--- src/rtl/block_fetcher.sv ---
// rtl/block_fetcher.sv - cache-miss block fetcher: reads one block word by word from backing memory
//
// Optional feature macro: CRITICAL_WORD_FIRST_EN
//   defined   : the fetch starts at the missed word and wraps around the block
//   undefined : the fetch always runs from word 0 up to the last word
//
// Ports
//   clk              : clock, everything on the rising edge
//   rst              : synchronous active-low reset
//   busy             : miss request from the cache set
//   r_requested_addr : miss address from the set
//   mem_rd           : one-cycle read strobe to backing memory
//   mem_addr         : word address for mem_rd
//   mem_valid        : mem_data valid this cycle (only honoured while waiting)
//   mem_data         : read data from memory
//   new_word         : one-cycle pulse, incoming_word is valid
//   incoming_word    : the word just fetched
//   block_ready      : one-cycle pulse, incoming_block is complete
//   incoming_block   : assembled block, word i at [i*WORD_SIZE +: WORD_SIZE]
//   fetching         : high while a fetch is in progress

module block_fetcher #(
  parameter int WORD_SIZE             = 16,
  parameter int EXTERNAL_ADDR_SIZE    = 16,
  parameter int WORD_OFFSET           = 4,
  parameter int NUM_OF_WORDS_IN_BLOCK = 16
) (
  input  logic                                      clk,
  input  logic                                      rst,
  input  logic                                      busy,
  input  logic [EXTERNAL_ADDR_SIZE-1:0]             r_requested_addr,
  output logic                                      mem_rd,
  output logic [EXTERNAL_ADDR_SIZE-1:0]             mem_addr,
  input  logic                                      mem_valid,
  input  logic [WORD_SIZE-1:0]                      mem_data,
  output logic                                      new_word,
  output logic [WORD_SIZE-1:0]                      incoming_word,
  output logic                                      block_ready,
  output logic [NUM_OF_WORDS_IN_BLOCK*WORD_SIZE-1:0] incoming_block,
  output logic                                      fetching
);

  typedef enum logic [2:0] {
    IDLE    = 3'd0,
    REQ     = 3'd1,
    WAIT    = 3'd2,
    DONE    = 3'd3,
    RELEASE = 3'd4
  } state_t;

  localparam logic [EXTERNAL_ADDR_SIZE-1:0] BLOCK_MASK =
    {{(EXTERNAL_ADDR_SIZE-WORD_OFFSET){1'b1}}, {WORD_OFFSET{1'b0}}};
  localparam logic [WORD_OFFSET-1:0] LAST_COUNT = WORD_OFFSET'(NUM_OF_WORDS_IN_BLOCK-1);

  state_t state, state_next;

  logic [EXTERNAL_ADDR_SIZE-1:0] base;
  logic [WORD_OFFSET-1:0]        start;
  logic [WORD_OFFSET-1:0]        count;

  logic [EXTERNAL_ADDR_SIZE-1:0] req_block;
  logic [WORD_OFFSET-1:0]        req_start;
  logic [WORD_OFFSET-1:0]        cur_off;
  logic [WORD_OFFSET-1:0]        next_off;
  logic                          last_word;
  logic                          load;
  logic                          take;

  // Block-aligned request address; masking keeps every input bit in the
  // expression, the low bits simply fall away.
  assign req_block = r_requested_addr & BLOCK_MASK;

`ifdef CRITICAL_WORD_FIRST_EN
  assign req_start = r_requested_addr[WORD_OFFSET-1:0];
`else
  assign req_start = '0;
`endif

  // Offsets are WORD_OFFSET bits wide, so the sum wraps inside the block.
  assign cur_off   = start + count;
  assign next_off  = start + count + WORD_OFFSET'(1);
  assign last_word = (count == LAST_COUNT);

  always_comb begin
    state_next = state;
    load       = 1'b0;
    take       = 1'b0;
    case (state)
      IDLE: begin
        if (busy) begin
          load       = 1'b1;
          state_next = REQ;
        end
      end
      REQ: begin
        state_next = WAIT;
      end
      WAIT: begin
        if (mem_valid) begin
          take       = 1'b1;
          state_next = last_word ? DONE : REQ;
        end
      end
      DONE: begin
        state_next = RELEASE;
      end
      RELEASE: begin
        // Holding busy on the block just delivered must not refetch it;
        // a different block is treated like a fresh miss from IDLE.
        if (!busy) begin
          state_next = IDLE;
        end else if (req_block != base) begin
          load       = 1'b1;
          state_next = REQ;
        end
      end
      default: begin
        state_next = IDLE;
      end
    endcase
  end

  always_ff @(posedge clk) begin
    if (!rst) begin
      state          <= IDLE;
      base           <= '0;
      start          <= '0;
      count          <= '0;
      mem_rd         <= 1'b0;
      mem_addr       <= '0;
      new_word       <= 1'b0;
      incoming_word  <= '0;
      block_ready    <= 1'b0;
      incoming_block <= '0;
      fetching       <= 1'b0;
    end else begin
      state <= state_next;

      if (load) begin
        base  <= req_block;
        start <= req_start;
        count <= '0;
      end else if (take && !last_word) begin
        count <= count + WORD_OFFSET'(1);
      end

      // The read strobe and its address are registered together as the FSM
      // enters REQ, so the strobe lines up with the REQ cycle.
      mem_rd <= (state_next == REQ);
      if (load) begin
        mem_addr <= req_block | EXTERNAL_ADDR_SIZE'(req_start);
      end else if (take && !last_word) begin
        mem_addr <= base | EXTERNAL_ADDR_SIZE'(next_off);
      end

      new_word <= take;
      if (take) begin
        incoming_word <= mem_data;
      end

      for (int i = 0; i < NUM_OF_WORDS_IN_BLOCK; i++) begin
        if (take && (cur_off == WORD_OFFSET'(i))) begin
          incoming_block[i*WORD_SIZE +: WORD_SIZE] <= mem_data;
        end
      end

      block_ready <= (state == DONE);
      fetching    <= (state_next == REQ) || (state_next == WAIT) || (state_next == DONE);
    end
  end

endmodule

--- config.mk ---
export PLATFORM = sky130hd
export DESIGN_NAME = block_fetcher
export DESIGN_NICKNAME = d
export VERILOG_FILES = /design/src/rtl/block_fetcher.sv
export SDC_FILE = /design/constraint.sdc
export NUM_CORES = 1
export LEC_CHECK = 0
export CAP_MARGIN = 5
export CELL_PAD_IN_SITES_DETAIL_PLACEMENT = 2
export CELL_PAD_IN_SITES_GLOBAL_PLACEMENT = 2
export CORE_UTILIZATION = 25
export DETAILED_ROUTE_END_ITERATION = 7
export PLACE_DENSITY = 0.8
export RECOVER_POWER = 25
export SLEW_MARGIN = 5
export SYNTH_ARGS = -nofsm -noshare
export SYNTH_HDL_FRONTEND = slang
export SYNTH_SLANG_ARGS = --single-unit
--- constraint.sdc ---
create_clock -name clk -period 1.7 [get_ports clk]
set_input_delay 0.51 -clock clk [delete_from_list [all_inputs] [get_ports clk]]
set_output_delay 0.51 -clock clk [all_outputs]
set_load 0.03 [all_outputs]
==> results by stage <==
Run status:
- The flow ran to the end, but the final reports show violations.
- The final reports fail on negative setup slack.

Finish:
- The library cell used most frequently in the layout, excluding fill and tap cells, is sky130_fd_sc_hd__nand2_1.
- The post-route netlist has 33.6% of its cells at a drive strength greater than 1.
- For this run, the post-layout net count is 1,795.
- The layout has 5,010 filler cells.
- The final instance area is 16,600 um2.
- For this run, the share of the core covered by cells in the final layout is 36.3%.
- Compared with the post-synthesis result, the final layout area differs by 42.5%.
- Leaving out fill and tap cells, the most frequent cells in the layout are sky130_fd_sc_hd__nand2_1 (549), sky130_fd_sc_hd__dfxtp_1 (290), sky130_fd_sc_hd__buf_2 (247).
- The number of antenna cells inserted is 0.

STA:
- The final count of pins violating max slew is 0.
- Static timing analysis puts the maximum clock frequency at 582 MHz.
- After routing, the total negative slack on setup checks comes to -0.0344 ns.
- Setup repair after global routing could not meet its margin everywhere.
- The slew at the pin closest to its max-slew limit is 0.586 ns.
- Setup violations remaining at the end of the flow were counted as 3.
- Subtracting the final worst setup slack from the clock period gives 1.72 ns.
- The final critical path takes up 101% of the cycle.
- Measured against its own limit, the worst slew margin works out to 60.9%.
- Once routing completed, OpenROAD measured the worst setup slack at -0.0188 ns.
- The final number of hold-violating endpoints is 0.
- The setup skew after layout is 0.0184 ns.

Die:
- In this run the core area contains 78 standard-cell rows.
- The I/O pin count is 328.
- The core region is 45,600 um2.
- The die covers 47,300 um2.
- Measured along the x axis, the die boundary spans 218 um.
- Measured along the y axis, the die boundary spans 218 um.
- For this configuration, the core starts out at a cell density of 25.5%.

Logic synthesis:
- The most used flip-flop cell after synthesis is sky130_fd_sc_hd__dfxtp_1.
- The synthesized netlist contains 46 unique library cells.
- The count of yosys warnings during synthesis is 0.
- The largest total area in the synthesized netlist belongs to sky130_fd_sc_hd__dfxtp_1.
- In the synthesized netlist the async set-or-reset flop fraction comes to 0%.
- The sequential share of the synthesized area is 52.9%.
- The average cell area after synthesis is 8.31 um2.
- Synthesis produced 1,399 cells.
- The flip-flop and latch count after synthesis is 307.
- When the netlist entered floorplanning its net count stood at 1,439.
- Sorting the synthesized cells by area gives the leading types as sky130_fd_sc_hd__dfxtp_1 (53%), sky130_fd_sc_hd__nand2_1 (18%), sky130_fd_sc_hd__a21oi_1 (11%), sky130_fd_sc_hd__a21oi_2 (2.3%), sky130_fd_sc_hd__clkbuf_1 (1.7%).
- The synthesized design devotes to its leading area cell type 52.9% of total area.
- The number of enable-type register cells in the synthesized netlist is 0.
- Summing every instance area after synthesis gives 11,600 um2.

Worst setup path:
- The category of the worst setup path capture point is a flop.
- The number of cell instances on the worst register-to-register path is 7.
- The largest fanout on the critical path is 8.
- The startpoint identified for the worst register-to-register timing path is state[2].
- In this run the critical register-to-register path is captured at incoming_block[128].
- At the worst endpoint, the required time is 2.16 ns.
- The critical setup path kind is flop to flop.
- The arrival time reported for the critical path endpoint is 2.18 ns.
- The most critical setup path has its startpoint at state[2].
- The internal reg-to-reg setup slack is -0.02 ns.
- The worst setup path is launched from a flop.

Min path:
- The end point of the most critical hold path is incoming_block[165].
- The hold path startpoint is incoming_block[165].
- The worst hold path was traced through 2 stages.
- The tightest min-delay check is of the flop to flop type.

Flow run:
- The reported max-cap violation count is 0.

GRT:
- Global routing used 21.3% of the available tracks across all layers.
- The via count of the first global-routing pass came to 12,400.
- The initial antenna violation count came to 0.
- The first global-routing pass estimated 76.5 mm of wire.
- After global routing the overflow that remains totals 0.
- The pin count of the biggest net entering global routing is 29.

Power and ir drop:
- For this design the static power due to leakage is 6.52 nW.
- The power per cell area is 962 nW/um2.
- IR analysis of the VDD net gives a maximum drop of 0.610 mV.

CTS:
- The clock root buffer is sky130_fd_sc_hd__clkbuf_16.
- The maximum buffer depth of the clock tree is 3.
- For this design, the CTS-stage hold fixing added 0 buffers.
- The clock net in this run drives a total of 307 sinks.
- The clock reaches the later pin of the worst-skew pair after 0.54 ns.
- CTS built an H-tree with a depth of 2.
- The TritonCTS clock tree is done.
- The clock slew at the register clock pins of the worst setup and hold paths is 0.06 ns.
- Clock tree synthesis inserted a total of 36 buffers.

Drt:
- In the final routed layout, each cell accounts on average for 21.9 um.
- After the first detailed-routing iteration, the DRC count stood at 371.
- After detailed routing, the number of remaining DRC violations is 0.
- Dividing the detail-routed via count by the number of cells gives 4.74.
- For this run, the detailed router's first-pass iteration total came to 4.
- For this block, the via count after detailed routing is 11,300.
- For this block, the routed nets add up to 52.1 mm of wire.
- Once detail routing completed, the nets flagged for antenna violations numbered 0.

Place:
- At the end of routability-driven placement, the weighted congestion stood at 0.780.
- The number of buffers added on ports is 323.
- The HPWL after detailed placement is 35.1 mm.
- At the placement stage, the worst setup path has a slack of -0.662 ns.
- The area of placed instances is 16,400 um2.
## timing repair
action | 4_1_cts | 5_1_grt
endpoints found under the setup margin | 375 | 270
gates cloned | 3 | 4
resized for setup | 1357 | 82
pin swaps | 9 | 24
buffers inserted | 3 | 2
endpoints found under the hold margin | 0 | 0
## per-layer routing
metal / part of all wire, % / vias up / GRT usage (%)
li1: - / 5275 / -
met1: 42 / 5635 / 25.3
met2: 50 / 285 / 37.7
met3: 5.3 / 93 / 4.25
met4: 3.3 / 0 / 7.79
met5: 0 / - / 0
## registers in the layout, indices dropped and copies added, names as in the netlist
name and flops:
base 12, block_ready 1, fetching 1, incoming_block 256
incoming_word 16, mem_addr 16, mem_rd 1, new_word 1
state 3
## power by group
part	switching (W)	internal [W]	total, W
Clock	0.00308	0.00442	0.00750
Sequential	0.0000598	0.00726	0.00732
Combinational	0.000693	0.000424	0.00112
Total	0.00383	0.0121	0.0159
## area by class of cell
| type | instances | area, um2 | area share, % |
|---|---|---|---|
| sequential | 307 | 6180 | 37.3 |
| multi-input combinational | 977 | 5170 | 31.2 |
| timing repair buffer | 430 | 3310 | 20.0 |
| clock buffer | 56 | 1100 | 6.63 |
| tap | 600 | 751 | 4.53 |
| clock inverter | 6 | 32.5 | 0.196 |
| inverter | 3 | 18.8 | 0.113 |
## cells by family after synthesis
group | Yosys count | synth area share [%]
flops | 307 | 52.9
xor+xnor | 14 | 1.06
buf+inv | 119 | 5.33
compound gates | 304 | 14.9
mux | 13 | 1.24
fa+ha+maj | 4 | 0.431
simple gates | 638 | 24.2
## cell usage after synthesis (2+ instances only)
cell and n:
sky130_fd_sc_hd__xnor2_1 14, sky130_fd_sc_hd__dfxtp_1 307, sky130_fd_sc_hd__nand2_1 560, sky130_fd_sc_hd__nor2_4 9, sky130_fd_sc_hd__clkbuf_1 54, sky130_fd_sc_hd__nand3_2 2
sky130_fd_sc_hd__a31o_2 5, sky130_fd_sc_hd__nor3_4 3, sky130_fd_sc_hd__buf_6 6, sky130_fd_sc_hd__nor2_1 7, sky130_fd_sc_hd__a31o_1 17, sky130_fd_sc_hd__inv_1 2
sky130_fd_sc_hd__nand2_8 3, sky130_fd_sc_hd__nand2b_1 3, sky130_fd_sc_hd__nand2_2 2, sky130_fd_sc_hd__mux2i_1 2, sky130_fd_sc_hd__and3_1 4, sky130_fd_sc_hd__clkbuf_2 2
sky130_fd_sc_hd__buf_2 39, sky130_fd_sc_hd__nor3_1 14, sky130_fd_sc_hd__buf_4 13, sky130_fd_sc_hd__nand4_1 6, sky130_fd_sc_hd__nor2b_1 2, sky130_fd_sc_hd__a21oi_1 246
sky130_fd_sc_hd__a21oi_2 30, sky130_fd_sc_hd__ha_1 4, sky130_fd_sc_hd__nand3_4 10, sky130_fd_sc_hd__nand3_1 4, sky130_fd_sc_hd__mux2_2 11, sky130_fd_sc_hd__o21ai_0 2
## through the flow
step | total power (W) | hold slack (ns) | cells
after floorplan | 0.00799 | 0.461 | 1399
after global placement | 0.00857 | 0.438 | 2305
after detailed placement | 0.00860 | 0.452 | 2305
after CTS | 0.0161 | 0.457 | 2373
after global routing | 0.0165 | 0.477 | 2379
final | 0.0159 | 0.455 | 2379
## critical path, stage by stage, from the launching register on
cell	delay, ns
sky130_fd_sc_hd__dfxtp_2	0.31
sky130_fd_sc_hd__and4bb_4	0.39
sky130_fd_sc_hd__buf_12	0.18
sky130_fd_sc_hd__nand2_8	0.10
sky130_fd_sc_hd__nor2_4	0.19
sky130_fd_sc_hd__clkbuf_16	0.23
sky130_fd_sc_hd__nand2_1	0.09
sky130_fd_sc_hd__a21oi_2	0.14
## how the worst max path moves through the flow
stage	endpoint	depth (start not counted)	slack, ns
after floorplan	incoming_block[47]	7	-0.03
after global placement	base[5]	7	-0.61
after detailed placement	base[4]	7	-0.66
after CTS	incoming_block[106]	7	-0.007
after global routing	incoming_block[128]	7	-0.06
final	incoming_block[128]	7	-0.02
(Power assumes the default switching activity.)
